**config.mk**
```make
export PLATFORM = sky130hd
export DESIGN_NAME = moore_pattern_tx_flat
export DESIGN_NICKNAME = d
export VERILOG_FILES = /design/src/rtl/moore_pattern_tx_if.sv /design/src/rtl/moore_pattern_tx.sv /design/src/flat_wrapper.sv
export SDC_FILE = /design/constraint.sdc
export NUM_CORES = 1
export LEC_CHECK = 0
export BUFFER_PORTS_ARGS = -buffer_cell sky130_fd_sc_hd__clkbuf_2
export CORE_MARGIN = 3
export CORE_UTILIZATION = 55
export DETAILED_ROUTE_END_ITERATION = 16
export HOLD_SLACK_MARGIN = 0.1
export PLACE_DENSITY_LB_ADDON = 0.3
export SLEW_MARGIN = 20
export SYNTH_ARGS = -nofsm -noshare
export SYNTH_HDL_FRONTEND = slang
export SYNTH_SLANG_ARGS = --single-unit
```
**constraint.sdc**
```tcl
create_clock -name clk -period 1.83 [get_ports clk]
set_input_delay 0.183 -clock clk [delete_from_list [all_inputs] [get_ports clk]]
set_output_delay 0.183 -clock clk [all_outputs]
set_load 0.02 [all_outputs]
```
**src/rtl/moore_pattern_tx_if.sv**
```systemverilog
// Symbol-stream handshake between a frame requester and moore_pattern_tx.
// The master requests frames; the slave (the transmitter) drives the symbol stream and status.
interface moore_pattern_tx_if #(
   parameter int PAIRS_W = 4
);
   logic               start;
   logic [PAIRS_W-1:0] num_pairs;
   logic               abort;
   logic [1:0]         a;
   logic               busy;
   logic               done;

   modport master (
      output start, num_pairs, abort,
      input  a, busy, done
   );

   modport slave (
      input  start, num_pairs, abort,
      output a, busy, done
   );
endinterface

```
**src/rtl/moore_pattern_tx.sv**
```systemverilog
// Framed 2-bit pattern source for the Moore detector: marker 10, then N pairs of 01/00.
// Each symbol is held for HOLD cycles; all outputs are registered from the next state.
//
// state | meaning
// IDLE  | a=00, waiting for start
// MARK  | a=10, frame start marker
// HI    | a=01, first half of a pair
// LO    | a=00, second half of a pair
// DONE  | a=00, one-cycle done pulse
module moore_pattern_tx #(
   parameter int PAIRS_W = 4,
   parameter int HOLD    = 1,
   parameter int HOLD_W  = 4
) (
   input  logic                 clk,
   input  logic                 reset,
   moore_pattern_tx_if.slave    bus
);

   typedef enum logic [2:0] {IDLE, MARK, HI, LO, DONE} state_t;

   state_t              state, state_nxt;
   logic [HOLD_W-1:0]   hold_cnt, hold_cnt_nxt;
   logic [PAIRS_W-1:0]  pair_cnt, pair_cnt_nxt;
   logic [1:0]          a_nxt;
   logic                busy_nxt;
   logic                done_nxt;
   logic                hold_tc;
   logic                in_symbol;

   assign hold_tc   = (hold_cnt == HOLD_W'(HOLD - 1));
   assign in_symbol = (state == MARK) || (state == HI) || (state == LO);

   always_comb begin
      state_nxt    = state;
      pair_cnt_nxt = pair_cnt;
      hold_cnt_nxt = hold_cnt;
      a_nxt        = 2'b00;
      busy_nxt     = 1'b0;
      done_nxt     = 1'b0;

      case (state)
         IDLE: begin
            if (bus.start) begin
               pair_cnt_nxt = bus.num_pairs;
               state_nxt    = MARK;
            end
         end
         MARK: begin
            if (bus.abort)
               state_nxt = IDLE;
            else if (hold_tc)
               state_nxt = (pair_cnt != '0) ? HI : DONE;
         end
         HI: begin
            if (bus.abort)
               state_nxt = IDLE;
            else if (hold_tc)
               state_nxt = LO;
         end
         LO: begin
            if (bus.abort)
               state_nxt = IDLE;
            else if (hold_tc) begin
               // pair_cnt is at least 1 here, so the decrement cannot wrap
               pair_cnt_nxt = pair_cnt - PAIRS_W'(1);
               state_nxt    = (pair_cnt_nxt == '0) ? DONE : HI;
            end
         end
         DONE:    state_nxt = IDLE;
         default: state_nxt = IDLE;
      endcase

      if (state_nxt != state)
         hold_cnt_nxt = '0;
      else if (in_symbol)
         hold_cnt_nxt = hold_cnt + HOLD_W'(1);

      case (state_nxt)
         MARK:    a_nxt = 2'b10;
         HI:      a_nxt = 2'b01;
         default: a_nxt = 2'b00;
      endcase
      busy_nxt = (state_nxt == MARK) || (state_nxt == HI) || (state_nxt == LO);
      done_nxt = (state_nxt == DONE);
   end

   always_ff @(posedge clk) begin
      if (reset) begin
         state    <= IDLE;
         hold_cnt <= '0;
         pair_cnt <= '0;
         bus.a    <= 2'b00;
         bus.busy <= 1'b0;
         bus.done <= 1'b0;
      end else begin
         state    <= state_nxt;
         hold_cnt <= hold_cnt_nxt;
         pair_cnt <= pair_cnt_nxt;
         bus.a    <= a_nxt;
         bus.busy <= busy_nxt;
         bus.done <= done_nxt;
      end
   end

endmodule

```
**src/flat_wrapper.sv**
```systemverilog
// flat-port wrapper written by rule: the top's interface ports become plain ports
module moore_pattern_tx_flat 
#(
   parameter int PAIRS_W = 4,
   parameter int HOLD    = 1,
   parameter int HOLD_W  = 4
)
  (clk, reset, bus_start, bus_num_pairs, bus_abort, bus_a, bus_busy, bus_done);
  moore_pattern_tx_if #(.PAIRS_W(PAIRS_W)) bus_i ();
  input  logic clk;
  input  logic reset;
  input wire logic [$bits(bus_i.start)-1:0] bus_start;
  input wire logic [$bits(bus_i.num_pairs)-1:0] bus_num_pairs;
  input wire logic [$bits(bus_i.abort)-1:0] bus_abort;
  output wire logic [$bits(bus_i.a)-1:0] bus_a;
  output wire logic [$bits(bus_i.busy)-1:0] bus_busy;
  output wire logic [$bits(bus_i.done)-1:0] bus_done;
  assign bus_i.start = bus_start;
  assign bus_i.num_pairs = bus_num_pairs;
  assign bus_i.abort = bus_abort;
  assign bus_a = bus_i.a;
  assign bus_busy = bus_i.busy;
  assign bus_done = bus_i.done;
  moore_pattern_tx #(.PAIRS_W(PAIRS_W), .HOLD(HOLD), .HOLD_W(HOLD_W)) u_core (.clk(clk), .reset(reset), .bus(bus_i));
endmodule
```
==> results.ini, run 1 <==
[run_status]
run_status=completed

[global_route]
grt-ovfl-total=0
grt_pass1_vias=742
antenna_found_initial=0
grt_max_degree=14
grt_pass1_wl_mm=3.23
grt_usage=0.217

[critical_path]
cp_cell_sequence=inv_2 > ha_4 > nor4bb_4 > nand4_1 > o41ai_2 > buf_4 > nor3_1
worstPathRequired_ns=1.99
crit_path_max_incr_delay_ns=0.33
critical_path_class=reg2reg
cp_top_family=simple AND/OR/NAND/NOR gates
path_buf_inv=2
start_kind=flip-flop
cp-end-kind=flip-flop
critical_path.max_fanout=6
critPathArrivalTime_ns=1.97
cpMaxStageDelayCell=dfxtp_2

[cts]
cts_buffers=3
cts.clk_slew.worst_paths_ns=0.09
clock-sinks=15
clk_latency_ns=0.29
cts-root-buf=clkbuf_4
hold_buffers=0
cts_buffer_depth=2
cts_tree=yes
htree_levels=1

[timing]
fin_ws_ns=0.0259
min_period_over_period=0.986
finalHoldViolCount=0
finalSetupTns_ns=0
slew_viol_final=0
finClkSkew_ns=0.00294
fin_crit_ns=1.80
fmax_mhz=554
hold_ws_ns=0.210
setup_viol=0
rsz0062_at_grt=yes
relSlewSlack=0.682
tightest_slew_ns=0.477

[placement]
post_dp_cell_area_um2=960
port_buffers=11
hpwl_mm=1.48
routabilityCongestion=0.824
dp_slack_ns=0.0457

[layout]
finish.instance_area_um2=1060
fillCellCount=99
layout.nets=129
drive_gt1_frac=0.319
n_antenna_cell=0
area_delta_synth_final_pct=19.0

[die]
initial_core_util=0.634
core_um2=1400
die_w_um=46.2
fp-row-count=13
die_area_um2=2130
io_pins=12
die_h_um=46.2

[synthesis]
synthTopCellsByCount=15 x dfxtp_1, 9 x nor2_1, 7 x inv_1, 6 x nor3_1
synth_top_cell_by_area=dfxtp_1
synth_edf_count=0
syn_area_per_cell_um2=8.96
yosysUniqueCellTypes=41
yosys.cell_count.top_type=dfxtp_1
synth_top_area_share=0.339
yosysWarnings=0
syn_nets=111
async_flop_share=0
syn_area_um2=887
synth.area.top_cells=dfxtp_1 34%, ha_1 5.6%, nor3b_1 4.2%
synth-seq-area-share=0.339
syn_inst=99
synthFlopType=dfxtp_1
synth_seq_cells=15

[detailed_routing]
drc_errors=0
first_pass_iters=4
drt_iter0_drc=29
wl_mm=2.35
postRouteAntennaNets=0
wl_per_cell_um=17.9
vias=832
vias_per_cell=6.35

[flow_run]
drv_cap=0

[hold_path]
hold_class=in2reg

[pwr]
finalPower_mw=0.708
power_leakage_nw=0.434
powerDensity_nw_per_um2=670
ir_drop_uv=445

[area by class of cell]
cell class                      instances  area (um2)  area share
Sequential cell                        15         304       0.288
Timing Repair Buffer                   17         100      0.0948
Inverter                                7        26.3      0.0249
Clock buffer                            3        22.5      0.0213
Clock inverter                          1        5.00     0.00474
Multi-Input combinational cell         73         579       0.549
Tap cell                               15        18.8      0.0178
[metal layers]
metal,track usage,vias to the layer above,routed length [um]
li1,-,393,-
met1,0.282,399,1060
met2,0.313,30,1100
met3,0.0508,10,110
met4,0.148,0,85
met5,0,-,0
[cell families (layout without fill, tap and decap cells)]
group	count (synthesis)	count (layout)	synth area share
muxes	3	3	0.0353
AOI/OAI and AO/OA	23	23	0.207
DFF	15	15	0.339
buffers and inverters	11	28	0.0564
adders and majority gates	4	4	0.0564
xor gates and xnor gates	4	4	0.0395
and+or+nand+nor	39	39	0.267
[what timing repair did]
| item | 4_1_cts | 5_1_grt |
|---|---|---|
| gates resized for setup | 0 | 12 |
| setup buffers | 0 | 3 |
| setup endpoints to repair | 0 | 8 |
| endpoints found under the hold margin | 0 | 0 |
[metrics by stage]
stage	utilization	instances
final	0.755	131
after global routing	0.755	131
after CTS	0.706	128
after detailed placement	0.686	124
after global placement	0.686	124
after floorplan	-	99
[flip-flops by register name (all words and copies together) (netlist names)]
signal,flops
u_core.hold_cnt,4
u_core.bus.done,1
u_core.bus.busy,1
u_core.bus.a,2
u_core.pair_cnt,4
u_core.state,3
[path summary, 6_finish.rpt]
kind | from | to | slack (ns) | cells after the start
min reg2reg | u_core.pair_cnt[1] | u_core.pair_cnt[1] | 0.53 | 2
max reg2reg | u_core.hold_cnt[0] | u_core.hold_cnt[2] | 0.03 | 7
max | u_core.hold_cnt[0] | u_core.hold_cnt[2] | 0.03 | 7
min | reset | u_core.pair_cnt[3] | 0.21 | 2
[power breakdown]
| part | internal [mW] | switching [mW] | total [mW] | leakage, nW |
|---|---|---|---|---|
| sequential | 0.342 | 0.0165 | 0.359 | 0.124 |
| clock | 0.0813 | 0.111 | 0.192 | 0.0177 |
| combinational | 0.0729 | 0.0839 | 0.157 | 0.292 |
[layout by cell type (no fill, tap or decap), types with 3 or more instances in the layout]
master    instances
nor2_1            9
nor3b_1           4
a211o_1           3
nor3_1            6
xnor2_1           4
buf_4             6
dfxtp_1          12
clkbuf_4          3
ha_1              3
inv_1             5
a21oi_1           4
clkbuf_2         11
nand2_1           4
dfxtp_2           3
(Power assumes the default switching activity.)
==> inputs of run 2 (changes only) <==
- REMOVE_ABC_BUFFERS: default -> 1
==> run 2 against run 1 <==
  * Setup slack improved by 0.066 ns
  * Critical path depth is the same
  * Utilization up 0.81 points
  * Non-clock buffer count is 2 higher
  * Routed wire length fell by 20%
  * Flip-flop and latch count did not move
  * Critical path type unchanged
==> results.ini, run 2 (synthesis results as in run 1) <==
[timing]
slew_viol_final=0
fmax_mhz=575
finClkSkew_ns=0.00421
finalSetupTns_ns=0
relSlewSlack=0.695
min_period_over_period=0.950
setup_viol=0
tightest_slew_ns=0.457
finalHoldViolCount=0
fin_crit_ns=1.74
fin_ws_ns=0.0915

[critical_path]
worstPathRequired_ns=1.98
critical_path.max_fanout=6
critical_path_class=reg2reg
cp-end-kind=flip-flop
start_kind=flip-flop
critPathArrivalTime_ns=1.89

[cts]
cts.clk_slew.worst_paths_ns=0.08
clk_latency_ns=0.28
clock-sinks=15
hold_buffers=0
htree_levels=1
cts_buffers=3
cts_tree=yes
cts-root-buf=clkbuf_4
cts_buffer_depth=2

[global_route]
grt-ovfl-total=0
grt_pass1_vias=707
use_met2=0.316
grt_pass1_wl_mm=2.94
grt_usage=0.190
busiest_layer=met2
antenna_found_initial=0
grt_max_degree=12
use_met3=0.0625
gr-usage-met1=0.236

[detailed_routing]
wl_mm=1.89
drc_errors=0
drt_iter0_drc=14
vias_per_cell=5.83
wl_per_cell_um=14.2
postRouteAntennaNets=0
first_pass_iters=4
vias=775

[die]
core_um2=1400
io_pins=12
initial_core_util=0.634
die_w_um=46.2
fp-row-count=13
die_area_um2=2130
die_h_um=46.2

[pwr]
powerDensity_nw_per_um2=646
power_leakage_nw=0.437
ir_drop_uv=487
finalPower_mw=0.689

[placement]
dp_slack_ns=0.110
hpwl_mm=1.31
port_buffers=11
placedCellCount=125
routabilityCongestion=0.831

[layout]
fin_cells=133
n_antenna_cell=0
fillCellCount=106
drive_gt1_frac=0.322
reg_top3=u_core.hold_cnt: 4 flops, u_core.pair_cnt: 4 flops, u_core.state: 3 flops
layout_common_cells=12 x dfxtp_1, 11 x clkbuf_2, 9 x nor2_1
area_delta_synth_final_pct=20.3
final_common_cell=dfxtp_1
layout.nets=131

[hold_path]
hold_class=in2reg

[run_status]
run_status=completed

[flow_run]
drv_cap=0

[run 2: cell types whose count changed in the layout (fill, tap and decap cells not counted), sizes merged]
cell	previous run	this run
clkinv	1	0
buf	6	8
clkbuf	14	15
[run 2: power breakdown]
part	switching, mW	total, mW	internal, mW
clock network	0.0968	0.181	0.0845
logic	0.0769	0.150	0.0730
registers	0.0158	0.358	0.342
total	0.190	0.689	0.499
[run 2: stage by stage]
stage | util | area (um2) | hold slack, ns
after floorplan | - | 863 | 0.252
after global placement | 0.691 | 967 | 0.486
after detailed placement | 0.691 | 967 | 0.528
after CTS | 0.710 | 993 | 0.233
after global routing | 0.763 | 1070 | 0.224
final | 0.763 | 1070 | 0.236
[run 2: layout make-up]
type | count | area [um2] | share of cell area
clock buffer | 4 | 26.3 | 0.0246
inverter | 7 | 26.3 | 0.0246
multi-input combinational | 73 | 577 | 0.540
sequential | 15 | 304 | 0.285
tap | 15 | 18.8 | 0.0176
timing repair buffer | 19 | 115 | 0.108
[run 2: what timing repair did]
action	4_1_cts	5_1_grt
hold endpoints to repair	0	0
setup endpoints to repair	0	8
resized for setup	0	13
buffers inserted	0	4
[run 2: critical path: stages, from the launching register on]
cell      delay, ns
dfxtp_2        0.33
inv_2          0.07
ha_4           0.14
nor4bb_4       0.26
nand4_1        0.20
o41ai_2        0.36
buf_4          0.20
nor3_1         0.06
[run 2: path summary, 6_finish.rpt]
path,endpoint,startpoint,slack (ns),cells after the start
min,u_core.pair_cnt[3],bus_num_pairs[3],0.24,4
max reg2reg,u_core.hold_cnt[0],u_core.hold_cnt[1],0.09,7
min reg2reg,u_core.pair_cnt[1],u_core.pair_cnt[1],0.55,2
max,u_core.hold_cnt[0],u_core.hold_cnt[1],0.09,7
[run 2: per-layer routing]
layer | part of all wire | wire length [um] | up-vias
li1 | - | - | 397
met1 | 0.46 | 864 | 365
met2 | 0.50 | 953 | 13
met3 | 0.038 | 71 | 0
met4 | 0 | 0 | 0
met5 | 0 | 0 | -
